File: src/rtl/uart_tx_serializer.sv
// -----------------------------------------------------------------------------
// uart_tx_serializer
//
// UART transmit serializer running on the bit-rate clock. Characters are queued
// in a small FIFO and sent as: start bit, 5..MAX_DATA_BITS data bits (LSB or
// MSB first), optional even/odd parity, then one or two stop bits. Frames are
// sent back-to-back while words are queued. A break request holds the line low
// until it is released, then one mark bit is sent before returning to idle.
//
// Parameters
//   MAX_DATA_BITS  widest character supported (5..9)
//   FIFO_DEPTH     transmit FIFO entries (power of two, >= 2)
//
// Ports
//   BITCLK       in   bit-rate clock, one bit period per rising edge
//   reset        in   asynchronous, active-high
//   cfgBits      in   character length (clamped to 5..MAX_DATA_BITS)
//   cfgPEN       in   parity enable
//   cfgPAR       in   1 = even parity, 0 = odd parity
//   cfgMSB       in   1 = MSB first
//   cfgSPB       in   1 = two stop bits
//   cfgBRK       in   break request (hold line low)
//   wrEn         in   push wrData into the FIFO on this edge
//   wrData       in   character; bits at or above the length are ignored
//   fifoLevel    out  occupied FIFO entries
//   fifoFull     out  FIFO holds FIFO_DEPTH entries
//   setTXIFG     out  one-cycle pulse in the cycle after a pop
//   setTXCPTIFG  out  one-cycle pulse on the last stop bit with nothing queued
//   setOVR       out  one-cycle pulse in the cycle after a dropped write
//   TxBusy       out  serializer not idle
//   Tx           out  registered serial output
// -----------------------------------------------------------------------------
module uart_tx_serializer #(
  parameter int MAX_DATA_BITS = 9,
  parameter int FIFO_DEPTH    = 4
) (
  input  logic                          BITCLK,
  input  logic                          reset,
  input  logic [3:0]                    cfgBits,
  input  logic                          cfgPEN,
  input  logic                          cfgPAR,
  input  logic                          cfgMSB,
  input  logic                          cfgSPB,
  input  logic                          cfgBRK,
  input  logic                          wrEn,
  input  logic [MAX_DATA_BITS-1:0]      wrData,
  output logic [$clog2(FIFO_DEPTH):0]   fifoLevel,
  output logic                          fifoFull,
  output logic                          setTXIFG,
  output logic                          setTXCPTIFG,
  output logic                          setOVR,
  output logic                          TxBusy,
  output logic                          Tx
);

  localparam int PTR_W = $clog2(FIFO_DEPTH);
  localparam int LVL_W = PTR_W + 1;
  localparam logic [LVL_W-1:0] FULL_LVL = LVL_W'(FIFO_DEPTH);
  localparam logic [3:0]       MIN_LEN  = 4'd5;
  localparam logic [3:0]       MAX_LEN  = 4'(MAX_DATA_BITS);

  // Line states
  localparam logic [2:0] S_IDLE    = 3'd0;
  localparam logic [2:0] S_START   = 3'd1;
  localparam logic [2:0] S_DATA    = 3'd2;
  localparam logic [2:0] S_PARITY  = 3'd3;
  localparam logic [2:0] S_STOP2   = 3'd4;
  localparam logic [2:0] S_STOP1   = 3'd5;
  localparam logic [2:0] S_BREAK   = 3'd6;
  localparam logic [2:0] S_BRKMARK = 3'd7;

  // ---------------------------------------------------------------------------
  // Registers
  // ---------------------------------------------------------------------------
  logic [2:0]               state_q, state_d;
  logic                     tx_q, tx_d;
  logic                     ovr_q, ovr_d;

  // Frame registers, captured when a word is popped
  logic [3:0]               len_q;
  logic                     pen_q;
  logic                     spb_q;
  logic                     parity_q;
  logic [MAX_DATA_BITS-1:0] shift_q, shift_d;
  logic [3:0]               bit_cnt_q, bit_cnt_d;

  // FIFO
  logic [MAX_DATA_BITS-1:0] mem_q [FIFO_DEPTH];
  logic [PTR_W-1:0]         wr_ptr_q, rd_ptr_q;
  logic [LVL_W-1:0]         level_q, level_d;

  // ---------------------------------------------------------------------------
  // FIFO status and push/pop decisions
  // ---------------------------------------------------------------------------
  logic fifo_empty;
  logic fifo_full;
  logic pop;
  logic push;
  logic drop;

  assign fifo_empty = (level_q == '0);
  assign fifo_full  = (level_q == FULL_LVL);

  // A pop happens exactly on the edge that enters START.
  assign pop  = (state_d == S_START);
  // A full FIFO still accepts a write when a pop frees a slot on the same edge.
  assign push = wrEn && (!fifo_full || pop);
  assign drop = wrEn && fifo_full && !pop;

  // When STOP1 chains straight into a new frame with the FIFO empty, the word
  // being written on this edge is the one sent, so it bypasses the storage.
  logic [MAX_DATA_BITS-1:0] head_data;
  assign head_data = fifo_empty ? wrData : mem_q[rd_ptr_q];

  always_comb begin
    level_d = level_q;
    if (push && !pop) begin
      level_d = level_q + 1'b1;
    end else if (pop && !push) begin
      level_d = level_q - 1'b1;
    end
  end

  // ---------------------------------------------------------------------------
  // Character preparation for the word being popped
  // ---------------------------------------------------------------------------
  logic [3:0]               len_eff;
  logic [MAX_DATA_BITS-1:0] data_mask;
  logic [MAX_DATA_BITS-1:0] data_masked;
  logic [MAX_DATA_BITS-1:0] data_rev_full;
  logic [MAX_DATA_BITS-1:0] data_load;
  logic                     parity_load;

  always_comb begin
    if (cfgBits < MIN_LEN) begin
      len_eff = MIN_LEN;
    end else if (cfgBits > MAX_LEN) begin
      len_eff = MAX_LEN;
    end else begin
      len_eff = cfgBits;
    end
  end

  assign data_mask     = ~({MAX_DATA_BITS{1'b1}} << len_eff);
  assign data_masked   = head_data & data_mask;
  // Full-width reversal followed by a right shift leaves bit[len-1] in bit 0,
  // so MSB-first frames can share the LSB-first shifter.
  assign data_rev_full = {<<{data_masked}};
  assign data_load     = cfgMSB ? (data_rev_full >> (MAX_LEN - len_eff)) : data_masked;
  // Even parity is the XOR of the sent bits; odd parity is its complement.
  assign parity_load   = (^data_masked) ^ ~cfgPAR;

  // ---------------------------------------------------------------------------
  // Next-state logic
  // ---------------------------------------------------------------------------
  logic last_data_bit;
  assign last_data_bit = (bit_cnt_q == (len_q - 4'd1));

  always_comb begin
    // NOTE: every variable assigned here gets a default first, so no path
    // through the case leaves it unassigned and no latch is inferred.
    state_d = state_q;
    unique case (state_q)
      S_IDLE: begin
        if (cfgBRK) begin
          state_d = S_BREAK;
        end else if (!fifo_empty) begin
          state_d = S_START;
        end
      end
      S_START: state_d = S_DATA;
      S_DATA: begin
        if (last_data_bit) begin
          if (pen_q) begin
            state_d = S_PARITY;
          end else begin
            state_d = spb_q ? S_STOP2 : S_STOP1;
          end
        end
      end
      S_PARITY: state_d = spb_q ? S_STOP2 : S_STOP1;
      S_STOP2:  state_d = S_STOP1;
      S_STOP1: begin
        if (cfgBRK) begin
          state_d = S_BREAK;
        end else if (!fifo_empty || wrEn) begin
          state_d = S_START;
        end else begin
          state_d = S_IDLE;
        end
      end
      S_BREAK:   state_d = cfgBRK ? S_BREAK : S_BRKMARK;
      S_BRKMARK: state_d = S_IDLE;
      default:   state_d = S_IDLE;
    endcase
  end

  // Shifter and bit counter: loaded on the pop, advanced on every edge that
  // enters or stays in DATA (the bit leaving position 0 goes onto the line).
  always_comb begin
    shift_d   = shift_q;
    bit_cnt_d = bit_cnt_q;
    if (pop) begin
      shift_d   = data_load;
      bit_cnt_d = 4'd0;
    end else if (state_d == S_DATA) begin
      shift_d = shift_q >> 1;
      if (state_q == S_DATA) begin
        bit_cnt_d = bit_cnt_q + 4'd1;
      end
    end
  end

  // The line level is registered for the state being entered.
  always_comb begin
    unique case (state_d)
      S_START:  tx_d = 1'b0;
      S_DATA:   tx_d = shift_q[0];
      S_PARITY: tx_d = parity_q;
      S_BREAK:  tx_d = 1'b0;
      default:  tx_d = 1'b1;
    endcase
  end

  assign ovr_d = drop;

  // ---------------------------------------------------------------------------
  // Sequential state
  // ---------------------------------------------------------------------------
  always_ff @(posedge BITCLK or posedge reset) begin
    // NOTE: sequential state uses non-blocking assignments so every register
    // samples the values from before the edge, independent of block order.
    if (reset) begin
      state_q   <= S_IDLE;
      tx_q      <= 1'b1;
      ovr_q     <= 1'b0;
      len_q     <= '0;
      pen_q     <= 1'b0;
      spb_q     <= 1'b0;
      parity_q  <= 1'b0;
      shift_q   <= '0;
      bit_cnt_q <= '0;
      wr_ptr_q  <= '0;
      rd_ptr_q  <= '0;
      level_q   <= '0;
    end else begin
      state_q   <= state_d;
      tx_q      <= tx_d;
      ovr_q     <= ovr_d;
      shift_q   <= shift_d;
      bit_cnt_q <= bit_cnt_d;
      level_q   <= level_d;
      if (pop) begin
        // Config is frozen here so mid-frame changes do not disturb the frame.
        len_q    <= len_eff;
        pen_q    <= cfgPEN;
        spb_q    <= cfgSPB;
        parity_q <= parity_load;
        rd_ptr_q <= rd_ptr_q + 1'b1;
      end
      if (push) begin
        wr_ptr_q <= wr_ptr_q + 1'b1;
      end
    end
  end

  // NOTE: the FIFO storage has no reset; emptiness is tracked by the pointers
  // and level, so stale contents are never observed.
  always_ff @(posedge BITCLK) begin
    if (push) begin
      mem_q[wr_ptr_q] <= wrData;
    end
  end

  // ---------------------------------------------------------------------------
  // Outputs
  // ---------------------------------------------------------------------------
  assign Tx          = tx_q;
  assign TxBusy      = (state_q != S_IDLE);
  assign fifoLevel   = level_q;
  assign fifoFull    = fifo_full;
  assign setOVR      = ovr_q;
  assign setTXIFG    = (state_q == S_START);
  assign setTXCPTIFG = (state_q == S_STOP1) && fifo_empty && !wrEn;

endmodule

File: config.mk
export PLATFORM = sky130hd
export DESIGN_NAME = uart_tx_serializer
export DESIGN_NICKNAME = d
export VERILOG_FILES = /design/src/rtl/uart_tx_serializer.sv
export SDC_FILE = /design/constraint.sdc
export NUM_CORES = 1
export LEC_CHECK = 0
export BUFFER_PORTS_ARGS = -buffer_cell sky130_fd_sc_hd__buf_2
export CAP_MARGIN = 30
export CORE_ASPECT_RATIO = 0.6
export CORE_MARGIN = 2
export CORE_UTILIZATION = 35
export DETAILED_ROUTE_END_ITERATION = 10
export GPL_TIMING_DRIVEN = 0
export PLACE_DENSITY_LB_ADDON = 0.05
export SYNTH_ARGS = -nofsm -noshare
export SYNTH_HDL_FRONTEND = slang
export SYNTH_SLANG_ARGS = --single-unit
File: constraint.sdc
create_clock -name BITCLK -period 2.82 [get_ports BITCLK]
set_clock_uncertainty 0.1 [all_clocks]
set_input_delay 0.564 -clock BITCLK [delete_from_list [all_inputs] [get_ports BITCLK]]
set_output_delay 0.564 -clock BITCLK [all_outputs]
set_load 0.02 [all_outputs]
==> flow_metrics.env <==
export IMPL_detailed_place_hpwl_mm=6.83
export IMPL_cts_tree="yes"
export IMPL_num_rows=29
export IMPL_crit_type="reg2reg"
export IMPL_core_sq_um=10600
export IMPL_register_area_sq_um=1890
export IMPL_required_ps=2970
export IMPL_finalNetCount=408
export IMPL_ys_seq_area_frac=0.492
export IMPL_yosysMostFrequentCell="edfxtp_1"
export IMPL_p_switching_mw=2.24
export IMPL_placed_cell_area_sq_um=4230
export IMPL_crit_buf_inv=3
export IMPL_p_leak_nw=1.94
export IMPL_utilization=0.456
export IMPL_crit_slowest_cell="dfrtp_2"
export IMPL_die_h_um=85.0
export IMPL_swShare=0.378
export IMPL_drive_above_1_share=0.362
export IMPL_diodes=0
export IMPL_htree_levels=3
export IMPL_synth_seq_cells=68
export IMPL_rsz0062_at_grt="yes"
export IMPL_postCtsHoldBufs=0
export IMPL_cts_root_buf="clkbuf_16"
export IMPL_drt_pass1_iter_count=5
export IMPL_wire_per_inst_um=18.3
export IMPL_synth_ff_type="edfxtp_1"
export IMPL_gr_usage_met2=0.233
export IMPL_finalWorstSetupSlack_ps=-41.0
export IMPL_grt_met3_usage=0.0463
export IMPL_synth_mux_area_frac=0.118
export IMPL_synth_edf_count=36
export IMPL_synth_xor_area_frac=0.0559
export IMPL_synth_adder_area_share=0.0379
export IMPL_syn_num_nets=344
export IMPL_finalPower_mw=5.91
export IMPL_ys_top_cells_by_count="36 x edfxtp_1, 31 x dfrtp_1, 21 x nand2_1"
export IMPL_synth_top_family_by_area="simple AND/OR/NAND/NOR gates"
export IMPL_slew_violations=0
export IMPL_cts_buffers=9
export IMPL_first_iter_violations=187
export IMPL_use_met1=0.273
export IMPL_yosys_top_cells_area="edfxtp_1 28%, dfrtp_1 20%, mux4_2 5.3%"
export IMPL_final_area_sq_um=4830
export IMPL_syn2layout_area_growth_pct=26.2
export IMPL_power_share_sequential=0.273
export IMPL_synth_top_area_cell="edfxtp_1"
export IMPL_slowest_delay_ps=430
export IMPL_async_reset_ff_frac=0.471
export IMPL_cp_data_arrival_time_ps=3010
export IMPL_clock_path_buffers=2
export IMPL_finalSetupViolCount=1
export IMPL_reg2reg_setup_slack_ps=-40
export IMPL_routabilityCongestion=0.887
export IMPL_p_clk_frac=0.220
export IMPL_nFillCells=988
export IMPL_tns_ps=-41.0
export IMPL_clkTransAtPathRegs_ps=60
export IMPL_maxCapViolCount=0
export IMPL_cts_sinks=68
export IMPL_synth_warning_count=0
export IMPL_drtAntennaViolNets=0
export IMPL_power_density_nw_per_um2=1220
export IMPL_max_vdd_ir_drop_uv=468
export IMPL_crit_top_cell="xor2_1"
export IMPL_synth_area_sq_um=3830
export IMPL_worstPathMaxFanout=4
export IMPL_crit_chain="nor4_4 > nor3_1 > or3_4 > o211a_4 > inv_6 > buf_8 > ha_4 > inv_2 > fa_2 > xor2_1 > nor2_1 > xor2_1"
export IMPL_end_kind="register"
export IMPL_grt_usage=0.174
export IMPL_multi_input_area_sq_um=1880
export IMPL_failed_checks="setup timing"
export IMPL_outcome="finished, violations left"
export IMPL_power_internal_mw=3.67
export IMPL_portBuffers=27
export IMPL_synth_cell_types=77
export IMPL_yosys_area_share_simple=0.131
export IMPL_synth_top_area_frac=0.282
export IMPL_grt_antenna_before_repair=0
export IMPL_pwr_share_comb=0.507
export IMPL_vias=2759
export IMPL_grt_busiest_layer="met1"
export IMPL_grt_max_degree=22
export IMPL_die_x_um=139
export IMPL_synth_cells=312
export IMPL_viasPerCell=5.31
export IMPL_hold_class="in2async"
export IMPL_wl_mm=9.53
export IMPL_overflow=0
export IMPL_critPathTopFamily="simple AND/OR/NAND/NOR gates"
export IMPL_grt_pass1_wl_mm=15.5
export IMPL_period_needed_ps=2860
export IMPL_grt_pass1_vias=2735
export IMPL_clock_latency_ps=330
export IMPL_relSlewSlack=0.506
export IMPL_io_pins=30
export IMPL_synth_compound_area_frac=0.122
export IMPL_start_util=0.361
export IMPL_tightest_slew_ps=736
export IMPL_drc_errors=0
export IMPL_avgSynthCellArea_sq_um=12.3
export IMPL_finalCritPeriodShare=1.01
export IMPL_startpoint_type="register"
export IMPL_hold_viol_final=0
export IMPL_dieArea_sq_um=11800
export IMPL_fmax_ghz=0.350
## registers in the layout (all words and copies together) (netlist names)
register	count
shift_q	9
len_q	4
setOVR	1
bit_cnt_q	4
spb_q	1
state_q	3
parity_q	1
Tx	1
mem_q	36
fifoLevel	3
wr_ptr_q	2
rd_ptr_q	2
pen_q	1
## worst paths after layout
kind                                   start            to  cells past startpoint
worst max-delay path            fifoLevel[2]  fifoLevel[2]                     12
worst min-delay path                   reset        setOVR                      2
worst max register to register  fifoLevel[2]  fifoLevel[2]                     12
worst min register to register      parity_q      parity_q                      2
max in group asynchronous              reset            Tx                      3
min in group BITCLK                   cfgSPB         spb_q                      3
## metrics by stage
step,instances,worst slack (ps),hold WS [ps]
2_1_floorplan,312,17.4,356
5_1_grt,520,-133,215
4_1_cts,514,-32.9,184
3_5_place_dp,479,-357,395
6_report,520,-41.0,174
3_3_place_gp,478,-338,392
## per-layer routing
layer / up-vias / wire length (um)
li1: 1295 / -
met1: 1389 / 5160
met2: 62 / 3760
met3: 13 / 502
met4: 0 / 112
met5: - / 0
## layout make-up
type,count,share of cell area
Buffer,16,0.0230
Clock buffer,10,0.0474
Clock inverter,6,0.0233
Inverter,18,0.0150
Multi-Input combinational cell,209,0.390
Sequential cell,68,0.390
Tap cell,139,0.0360
Timing Repair Buffer,54,0.0748
## power groups by stage
stage | Clock (mW) | Sequential (mW) | Combinational, mW
finish | 1.30 | 1.61 | 3.00
detailed placement | 0 | 1.63 | 2.67
CTS | 1.33 | 1.59 | 2.91
floorplan | 0 | 1.61 | 2.03
global route | 1.36 | 1.66 | 3.31
global placement | 0 | 1.62 | 2.66
## repair_timing
action / CTS / global route
endpoints found under the hold margin: 0 / 0
resized for setup: 7 / 11
pin swaps: 11 / 11
setup buffers: 19 / 8
endpoints found under the setup margin: 38 / 26
## kinds of logic (layout without fill, tap and decap cells)
logic type / count (synthesis) / in the layout
mux: 27 / 27
buf+inv: 35 / 104
xor+xnor: 22 / 22
simple gates: 90 / 90
flops: 68 / 68
fa+ha+maj: 11 / 11
compound gates: 59 / 59
## cell usage in the layout, fill, tap and decap left out, types with 10 or more instances in the layout
cell,n
inv_1,16
nor2_1,15
xnor2_1,12
dfrtp_1,28
edfxtp_1,36
buf_4,28
nand2_1,21
o21ai_0,10
buf_2,30
(Power assumes the default switching activity.)
